===== config.mk =====
export PLATFORM = sky130hd
export DESIGN_NAME = if_id_pipe_reg
export DESIGN_NICKNAME = d
export VERILOG_FILES = /design/src/rtl/riscv_pkg.sv /design/src/rtl/instr_decode.sv /design/src/rtl/if_id_pipe_reg.sv
export SDC_FILE = /design/constraint.sdc
export NUM_CORES = 1
export LEC_CHECK = 0
export ABC_CLOCK_PERIOD_IN_PS = 7100
export CORE_ASPECT_RATIO = 2
export CORE_UTILIZATION = 30
export DETAILED_ROUTE_END_ITERATION = 6
export MAX_ROUTING_LAYER = met4
export SLEW_MARGIN = 10
export SYNTH_ARGS = -nofsm -noshare
export SYNTH_HDL_FRONTEND = slang
export SYNTH_SLANG_ARGS = --single-unit

===== constraint.sdc =====
create_clock -name clk -period 7.1 [get_ports clk]
set_input_delay 1.775 -clock clk [delete_from_list [all_inputs] [get_ports clk]]
set_output_delay 1.775 -clock clk [all_outputs]
set_load 0.005 [all_outputs]

===== src/rtl/riscv_pkg.sv =====
// Shared RISC-V constants for the front end: opcodes, immediate format codes,
// the default bubble instruction and the IF/ID buffer state encoding.
package riscv_pkg;

    localparam logic [31:0] NOP_INSTR = 32'h0000_0013;

    localparam logic [6:0] OP_OP       = 7'b0110011;
    localparam logic [6:0] OP_IMM      = 7'b0010011;
    localparam logic [6:0] OP_LOAD     = 7'b0000011;
    localparam logic [6:0] OP_JALR     = 7'b1100111;
    localparam logic [6:0] OP_SYSTEM   = 7'b1110011;
    localparam logic [6:0] OP_MISC_MEM = 7'b0001111;
    localparam logic [6:0] OP_STORE    = 7'b0100011;
    localparam logic [6:0] OP_BRANCH   = 7'b1100011;
    localparam logic [6:0] OP_LUI      = 7'b0110111;
    localparam logic [6:0] OP_AUIPC    = 7'b0010111;
    localparam logic [6:0] OP_JAL      = 7'b1101111;

    typedef enum logic [2:0] {
        FMT_R = 3'd0,
        FMT_I = 3'd1,
        FMT_S = 3'd2,
        FMT_B = 3'd3,
        FMT_U = 3'd4,
        FMT_J = 3'd5
    } fmt_e;

    typedef enum logic [1:0] {
        ST_EMPTY = 2'd0,
        ST_ONE   = 2'd1,
        ST_TWO   = 2'd2
    } pipe_state_e;

endpackage


===== src/rtl/instr_decode.sv =====
// Purely combinational RV32 field extraction, format classification and
// sign-extended immediate generation.
module instr_decode
    import riscv_pkg::*;
#(
    parameter int XLEN = 32
) (
    input  logic [31:0]     instr,
    output logic [6:0]      opcode,
    output logic [4:0]      rs1,
    output logic [4:0]      rs2,
    output logic [4:0]      rd,
    output logic [2:0]      funct3,
    output logic [6:0]      funct7,
    output logic [XLEN-1:0] imm,
    output logic [2:0]      fmt,
    output logic            illegal
);

    fmt_e fmt_d;

    assign opcode = instr[6:0];
    assign rd     = instr[11:7];
    assign funct3 = instr[14:12];
    assign rs1    = instr[19:15];
    assign rs2    = instr[24:20];
    assign funct7 = instr[31:25];
    assign fmt    = fmt_d;

    always_comb begin
        fmt_d   = FMT_R;
        illegal = 1'b0;
        case (instr[6:0])
            OP_OP:                                          fmt_d = FMT_R;
            OP_IMM, OP_LOAD, OP_JALR, OP_SYSTEM, OP_MISC_MEM: fmt_d = FMT_I;
            OP_STORE:                                       fmt_d = FMT_S;
            OP_BRANCH:                                      fmt_d = FMT_B;
            OP_LUI, OP_AUIPC:                               fmt_d = FMT_U;
            OP_JAL:                                         fmt_d = FMT_J;
            default:                                        illegal = 1'b1;
        endcase
    end

    // Fill with the sign bit first, then overwrite the low bits; this works for any XLEN >= 32.
    always_comb begin
        imm = '0;
        if (!illegal) begin
            case (fmt_d)
                FMT_I: begin
                    imm        = {XLEN{instr[31]}};
                    imm[10:0]  = instr[30:20];
                end
                FMT_S: begin
                    imm        = {XLEN{instr[31]}};
                    imm[10:5]  = instr[30:25];
                    imm[4:0]   = instr[11:7];
                end
                FMT_B: begin
                    imm        = {XLEN{instr[31]}};
                    imm[11]    = instr[7];
                    imm[10:5]  = instr[30:25];
                    imm[4:1]   = instr[11:8];
                    imm[0]     = 1'b0;
                end
                FMT_U: begin
                    imm        = {XLEN{instr[31]}};
                    imm[30:12] = instr[30:12];
                    imm[11:0]  = 12'b0;
                end
                FMT_J: begin
                    imm        = {XLEN{instr[31]}};
                    imm[19:12] = instr[19:12];
                    imm[11]    = instr[20];
                    imm[10:1]  = instr[30:21];
                    imm[0]     = 1'b0;
                end
                default: imm = '0;
            endcase
        end
    end

endmodule


===== src/rtl/if_id_pipe_reg.sv =====
// IF/ID pipeline register built as a 2-entry skid buffer (main + skid) with
// registered in_ready, flush support and zero-latency decode of the head entry.
module if_id_pipe_reg
    import riscv_pkg::*;
#(
    parameter int          XLEN        = 32,
    parameter logic [31:0] RESET_INSTR = NOP_INSTR
) (
    input  logic            clk,
    input  logic            rst_n,
    input  logic            in_valid,
    output logic            in_ready,
    input  logic [XLEN-1:0] in_pc,
    input  logic [31:0]     in_instr,
    input  logic            flush,
    output logic            out_valid,
    input  logic            out_ready,
    output logic [XLEN-1:0] out_pc,
    output logic [31:0]     out_instr,
    output logic [6:0]      opcode,
    output logic [4:0]      rs1,
    output logic [4:0]      rs2,
    output logic [4:0]      rd,
    output logic [2:0]      funct3,
    output logic [6:0]      funct7,
    output logic [XLEN-1:0] imm,
    output logic [2:0]      fmt,
    output logic            illegal,
    output logic [1:0]      dbg_state
);

    // Handshake: a transfer happens on a rising edge where valid and ready are
    // both high on the same side; payload must stay stable while valid && !ready.

    pipe_state_e     state;
    logic [XLEN-1:0] main_pc;
    logic [31:0]     main_instr;
    logic [XLEN-1:0] skid_pc;
    logic [31:0]     skid_instr;
    logic            in_xfer;
    logic            out_xfer;

    assign out_valid = (state != ST_EMPTY);
    assign in_xfer   = in_valid && in_ready;
    assign out_xfer  = out_valid && out_ready;
    assign out_pc    = main_pc;
    assign out_instr = main_instr;
    assign dbg_state = state;

    // in_ready is computed from the next state so it never depends on out_ready combinationally.
    always_ff @(posedge clk) begin
        if (!rst_n || flush) begin
            state      <= ST_EMPTY;
            main_pc    <= '0;
            main_instr <= RESET_INSTR;
            skid_pc    <= '0;
            skid_instr <= RESET_INSTR;
            in_ready   <= rst_n;
        end else begin
            in_ready <= 1'b1;
            case (state)
                ST_EMPTY: begin
                    if (in_xfer) begin
                        main_pc    <= in_pc;
                        main_instr <= in_instr;
                        state      <= ST_ONE;
                    end
                end
                ST_ONE: begin
                    case ({in_xfer, out_xfer})
                        2'b10: begin
                            skid_pc    <= in_pc;
                            skid_instr <= in_instr;
                            state      <= ST_TWO;
                            in_ready   <= 1'b0;
                        end
                        2'b01: state <= ST_EMPTY;
                        2'b11: begin
                            main_pc    <= in_pc;
                            main_instr <= in_instr;
                        end
                        default: ;
                    endcase
                end
                ST_TWO: begin
                    if (out_xfer) begin
                        main_pc    <= skid_pc;
                        main_instr <= skid_instr;
                        state      <= ST_ONE;
                    end else begin
                        in_ready <= 1'b0;
                    end
                end
                default: state <= ST_EMPTY;
            endcase
        end
    end

    instr_decode #(.XLEN(XLEN)) u_decode (
        .instr   (main_instr),
        .opcode  (opcode),
        .rs1     (rs1),
        .rs2     (rs2),
        .rd      (rd),
        .funct3  (funct3),
        .funct7  (funct7),
        .imm     (imm),
        .fmt     (fmt),
        .illegal (illegal)
    );

endmodule


## Word-level counts from Yosys, hierarchy flattened

Cells that the tools add are included.

- Bits of input ports: 69
- Logic and storage cells: 64
- Output and inout bits: 136
- Register bits after elaboration: 131

- Equality and inequality tests: 25
- Reductions and logical operators: 13
- Mux-type cells: 20

Operator list:

| kind | count |
|---|---|
| $mux 32 | 7 |
| $pmux 32 s3 | 2 |
| $pmux 32 s5 | 1 |
| $eq 7x7->1 const B | 4 |
| $eq 7x6->1 const B | 3 |
| $pmux 3 s5 | 1 |
| $eq 7x5->1 const B | 2 |
| $reduce_or 11->1 | 1 |
| $eq 7x2->1 const B | 1 |
| $eq 7x4->1 const B | 1 |
| $eq 2x2->1 const B | 3 |
| $eq 3x2->1 const B | 2 |
| $eq 3x3->1 const B | 2 |
| $pmux 2 s3 | 1 |
| $reduce_or 5->1 | 1 |
| $eq 2x1->1 const B | 2 |
| $mux 1 | 4 |
| $mux 2 | 2 |
| $ne 2x2->1 const B | 2 |
| $pmux 2 s2 | 1 |
| $reduce_and 4->1 | 1 |
| $eq 3x1->1 const B | 1 |
| $ne 3x2->1 const B | 1 |
| $reduce_and 3->1 | 1 |
| other kinds (10) | 11 |

## Depth between registers and ports, before layout

- Depth after elaboration: 6
- Mapped depth: 10
- Mapped depth without buffers: 8

## Modules after synthesis

Synthesis repeated with hierarchy kept, for this count alone.

- Cell total of the unflattened synthesis: 750
- Area total of the unflattened synthesis: 6,650.1 um^2

Modules (own cells, without submodules):

| module | cells each | instances | sequential area each (um^2) | area each (um^2) |
|---|---|---|---|---|
| if_id_pipe_reg | 604 | 1 | 2,622.5 | 5,703.0 |
| instr_decode | 146 | 1 | 0.0 | 947.2 |

## Worst setup path before layout

No wires, ideal clock.

- Path type: register to output
- From: register main_instr[3] (netlist: out_instr[3])
- To: output imm[21]
- Data arrival time: 1.965 ns
- Required time: 5.325 ns
- Buffers on the path: 2
- Setup slack: 3.360 ns
- Stages on the path, launching flop included: 11
- Path through: dfxtp_1 > buf_6 > or3b_1 > a21o_1 > ha_1 > nor2b_1 > nand3_1 > nand2_1 > o21ai_1 > buf_4 > a21oi_2

- Word-level cells in the longest chain between the ends: 6
- Elaborated cells between the ends (all ways): 22
- Those cells by class: eq/ne: 16; mux: 3; reduce/logical: 3

RTL lines:

| element | line | text |
|---|---|---|
| start: declaration | if_id_pipe_reg.sv:37 | `logic [31:0] main_instr;` |
| start signal: assignment | if_id_pipe_reg.sv:65 | `main_instr <= in_instr;` |
| start signal: assignment | if_id_pipe_reg.sv:80 | `main_instr <= in_instr;` |
| start signal: assignment | if_id_pipe_reg.sv:88 | `main_instr <= skid_instr;` |
| $eq 7x5->1 (tied with other cells) | instr_decode.sv:33 | `case (instr[6:0])` |
| $reduce_or 5->1 / $reduce_or 2->1 (equally long branches) | instr_decode.sv:33 |  |
| $pmux 3 s5 | instr_decode.sv:33 |  |
| $eq 3x3->1 (tied with other cells) | instr_decode.sv:48 | `case (fmt_d)` |
| $pmux 32 s5 | instr_decode.sv:48 |  |
| $mux 32 (*) | instr_decode.sv:47 | `if (!illegal) begin` |
| end: declaration | if_id_pipe_reg.sv:26 | `output logic [XLEN-1:0] imm,` |

Mark *: on every way between the ends. The rest lies on a longest branch, timed or not.

## Worst setup path in the final report

- From: register main_instr[5] (netlist: out_instr[5])
- To: output imm[28]

The elaborated chain is that of the path after synthesis.

==> results.md <==
- Req. time, crit path: 5.33 ns
- Clk sinks: 131
- CTS tree: built
- Share of layout cells above drive strength 1: 6.94%
- Vias: 5489
- Max-capacitance violation count: 0
- Main synth FF type: dfxtp_1
- CTS Root Cell: clkbuf_16
- Grt met2 use: 33.7%
- Synth Area in Compound Gates: 18.0%
- Ys async rst share: 0%
- Die W: 103 um
- Critical Path Max Stage Delay: 0.78 ns
- Max Root-Sink Buffers: 2
- Worst path slowest cell: a311oi_2
- Port Buffers: 204
- Setup-failing EPs final: 0
- Outcome: completed
- Top-count cell post-synth: nand2_1
- GR peak layer: met2
- Crit-path most repeated cell: nand2_1
- DRT Pass-1 Iters: 4
- Leak: 2.78 nW
- Hpwl dp: 13000 um
- Worst r2r src: dbg_state[0]
- # IOs: 205
- Setup crit end kind: output pin
- Post-Syn Area: 6140 um2
- CTS Hold Buffers Added: 0
- WP buf/inv: 1
- Max Clk Rate: 0.194 GHz
- Setup TNS: 0 ns
- Post-synthesis mux area share: 11.3%
- Top Family by Delay on Critical Path: compound AO/OA/AOI/OAI gates
- Synth Instances: 741
- Nets: 956
- RePlAce Congestion: 0.812
- Detailed Route Iter0 Violations: 164
- Yosys top cell area share: 42.7%
- Fin cells: 1157
- Slew HR: 35.1%
- Endpoints failing hold: 0
- Pin count of the biggest net entering global routing: 74
- CTS Buf Count: 17
- Core Rows: 73
- DRT Wirelength: 18400 um
- Global-route wire length before repair: 28500 um
- Xor and xnor area share after synthesis: 0.143%
- Die height: 204 um
- Post-route ant nets: 0
- Met1 usage: 18.3%
- Slew Viols, Final: 0
- Final hold slack: 0.452 ns
- Adder-cell share of the synthesized area: 1.02%
- Final Cycle Share: 72.5%
- Seq/Total Area, Yosys: 42.7%
- Post-synthesis simple-gate area fraction: 18.2%
- Number of synthesized flops with an enable pin: 0
- Warnings from Yosys: 0
- Cell chain of the critical path: and4b_1 > nand2_1 > ha_1 > a311oi_2 > nand2_1 > a21oi_2 > clkdlybuf4s50_1
- P per Cell Area: 213 nW/um2
- Synth unique cells: 44
- Syn avg cell area: 8.29 um2
- Synth area leader: dfxtp_1
- Setup slack, reg-to-reg: 4.02 ns
- Initial antenna violation count: 0
- WL/cell: 15.9 um
- Core area: 20000 um2
- Crit Path Class: flop to output pin
- Initial Util: 30.7%
- Least-Margin Pin Slew: 0.973 ns
- Htree depth: 4
- Min Clock Period, post-route: 5.15 ns
- Setup bufs post-CTS: 0
- Die footprint: 21100 um2
- Met3 Track Usage GR: 4.00%
- Vias per cell: 4.74
- GR Util All Layers: 18.8%
- RSZ-0062 raised after global routing: no
- HP Class: flop to flop
- Clock Skew: 0.00990 ns
- Skew-Pair Late Insertion Delay: 0.42 ns
- GRT overflow: 0
- Critical path arrival: 3.38 ns
- Net count after synthesis: 815
- Largest cells by area after synthesis: dfxtp_1 (43%), mux2i_1 (11%), nand2_1 (10%), a211oi_1 (7.8%), a21oi_1 (6.4%)
- Largest family of logic cells by synthesized area: simple AND/OR/NAND/NOR gates
- Worst Hold Launch: skid_pc[23]
- CTS-repair resized insts: 0
- Vias in the first global route: 5203
- Worst IR Drop VDD: 0.143 mV
- CTS clock-pin slew for the worst setup and hold paths: 0.06 ns
- Commonest cells in the netlist: nand2_1 (164), dfxtp_1 (131), a21oi_1 (78)
- # DRC: 0
- # fillers: 1974
- Yosys reg bits: 131
- CP Max Fanout: 11
- Crit path launch: out_instr[5]
- Startpoint types: flop
- Placed cell count: 1125
- Area growth syn-to-layout: 41.1%
[power by group]
part,leakage [nW],total [mW],internal (mW),switching (mW)
sequential,1.06,0.770,0.752,0.0176
clock,0.276,0.848,0.514,0.334
combinational,1.44,0.231,0.120,0.111
total,2.78,1.85,1.39,0.463
[layout make-up]
| class | instances | area (um2) | share of cell area [%] |
|---|---|---|---|
| Antenna cell | 1 | 2.50 | 0.0289 |
| Clock buffer | 18 | 429 | 4.95 |
| Clock inverter | 13 | 135 | 1.56 |
| Inverter | 7 | 26.3 | 0.303 |
| Multi-Input combinational cell | 513 | 3020 | 34.9 |
| Sequential cell | 131 | 2620 | 30.3 |
| Tap cell | 262 | 328 | 3.78 |
| Timing Repair Buffer | 212 | 2100 | 24.3 |
[path summary, 6_finish.rpt]
path	endpoint	cells past startpoint
worst min-delay path	skid_pc[23]	2
worst max-delay path	imm[28]	7
worst max register to register	out_pc[1]	7
worst min register to register	skid_pc[23]	2
[through the flow]
stage | cell area [um2] | total power [mW] | utilization [%] | worst slack (ns)
after floorplan | 6140 | 0.899 | - | 3.36
after global placement | 8100 | 1.02 | 40.5 | 2.40
after detailed placement | 8100 | 1.02 | 40.5 | 2.31
after CTS | 8660 | 1.88 | 43.3 | 1.87
after global routing | 8660 | 1.93 | 43.3 | 1.65
final | 8670 | 1.85 | 43.3 | 1.95
[registers in the layout (all words and copies together) (netlist names)]
name        count
skid_instr     32
in_ready        1
skid_pc        32
dbg_state       2
out_pc         32
out_instr      32
[tightest hold or removal path: cells and delay by family (launching register included)]
kind	cells	cell delay (ns)
flip-flops	1	0.30
AND/OR/NAND/NOR	1	0.05
AO/OA/AOI/OAI	1	0.05
[layout by cell type, fill, tap and decap left out, types with 2 or more instances in the layout]
master / instances
a211o_1: 2
a211oi_1: 64
a21o_1: 2
a21oi_1: 78
a21oi_2: 10
and2_1: 7
buf_4: 8
bufinv_16: 2
clkbuf_16: 17
clkdlybuf4s50_1: 204
clkinv_2: 5
clkinv_4: 2
clkinvlp_4: 2
dfxtp_1: 131
ha_1: 4
inv_1: 6
inv_6: 2
mux2_2: 3
mux2i_1: 66
nand2_1: 164
nand2b_1: 2
nand3_1: 13
nor2_1: 66
nor2b_1: 3
o21ai_0: 2
o21ai_1: 2
or3b_1: 2
[cells by family (layout without fill, tap and decap cells)]
logic type / count (synthesis) / count (layout)
buf+inv: 97 / 250
fa+ha+maj: 5 / 5
mux: 69 / 69
other cells: 0 / 1
compound gates: 169 / 169
xor+xnor: 1 / 1
flops: 131 / 131
simple gates: 269 / 269
[metal layers]
metal	share of wire, %	vias to the layer above
li1	-	2800
met1	37	2511
met2	56	150
met3	3.7	28
met4	3.8	0
met5	0	-
(Power assumes the default switching activity.)
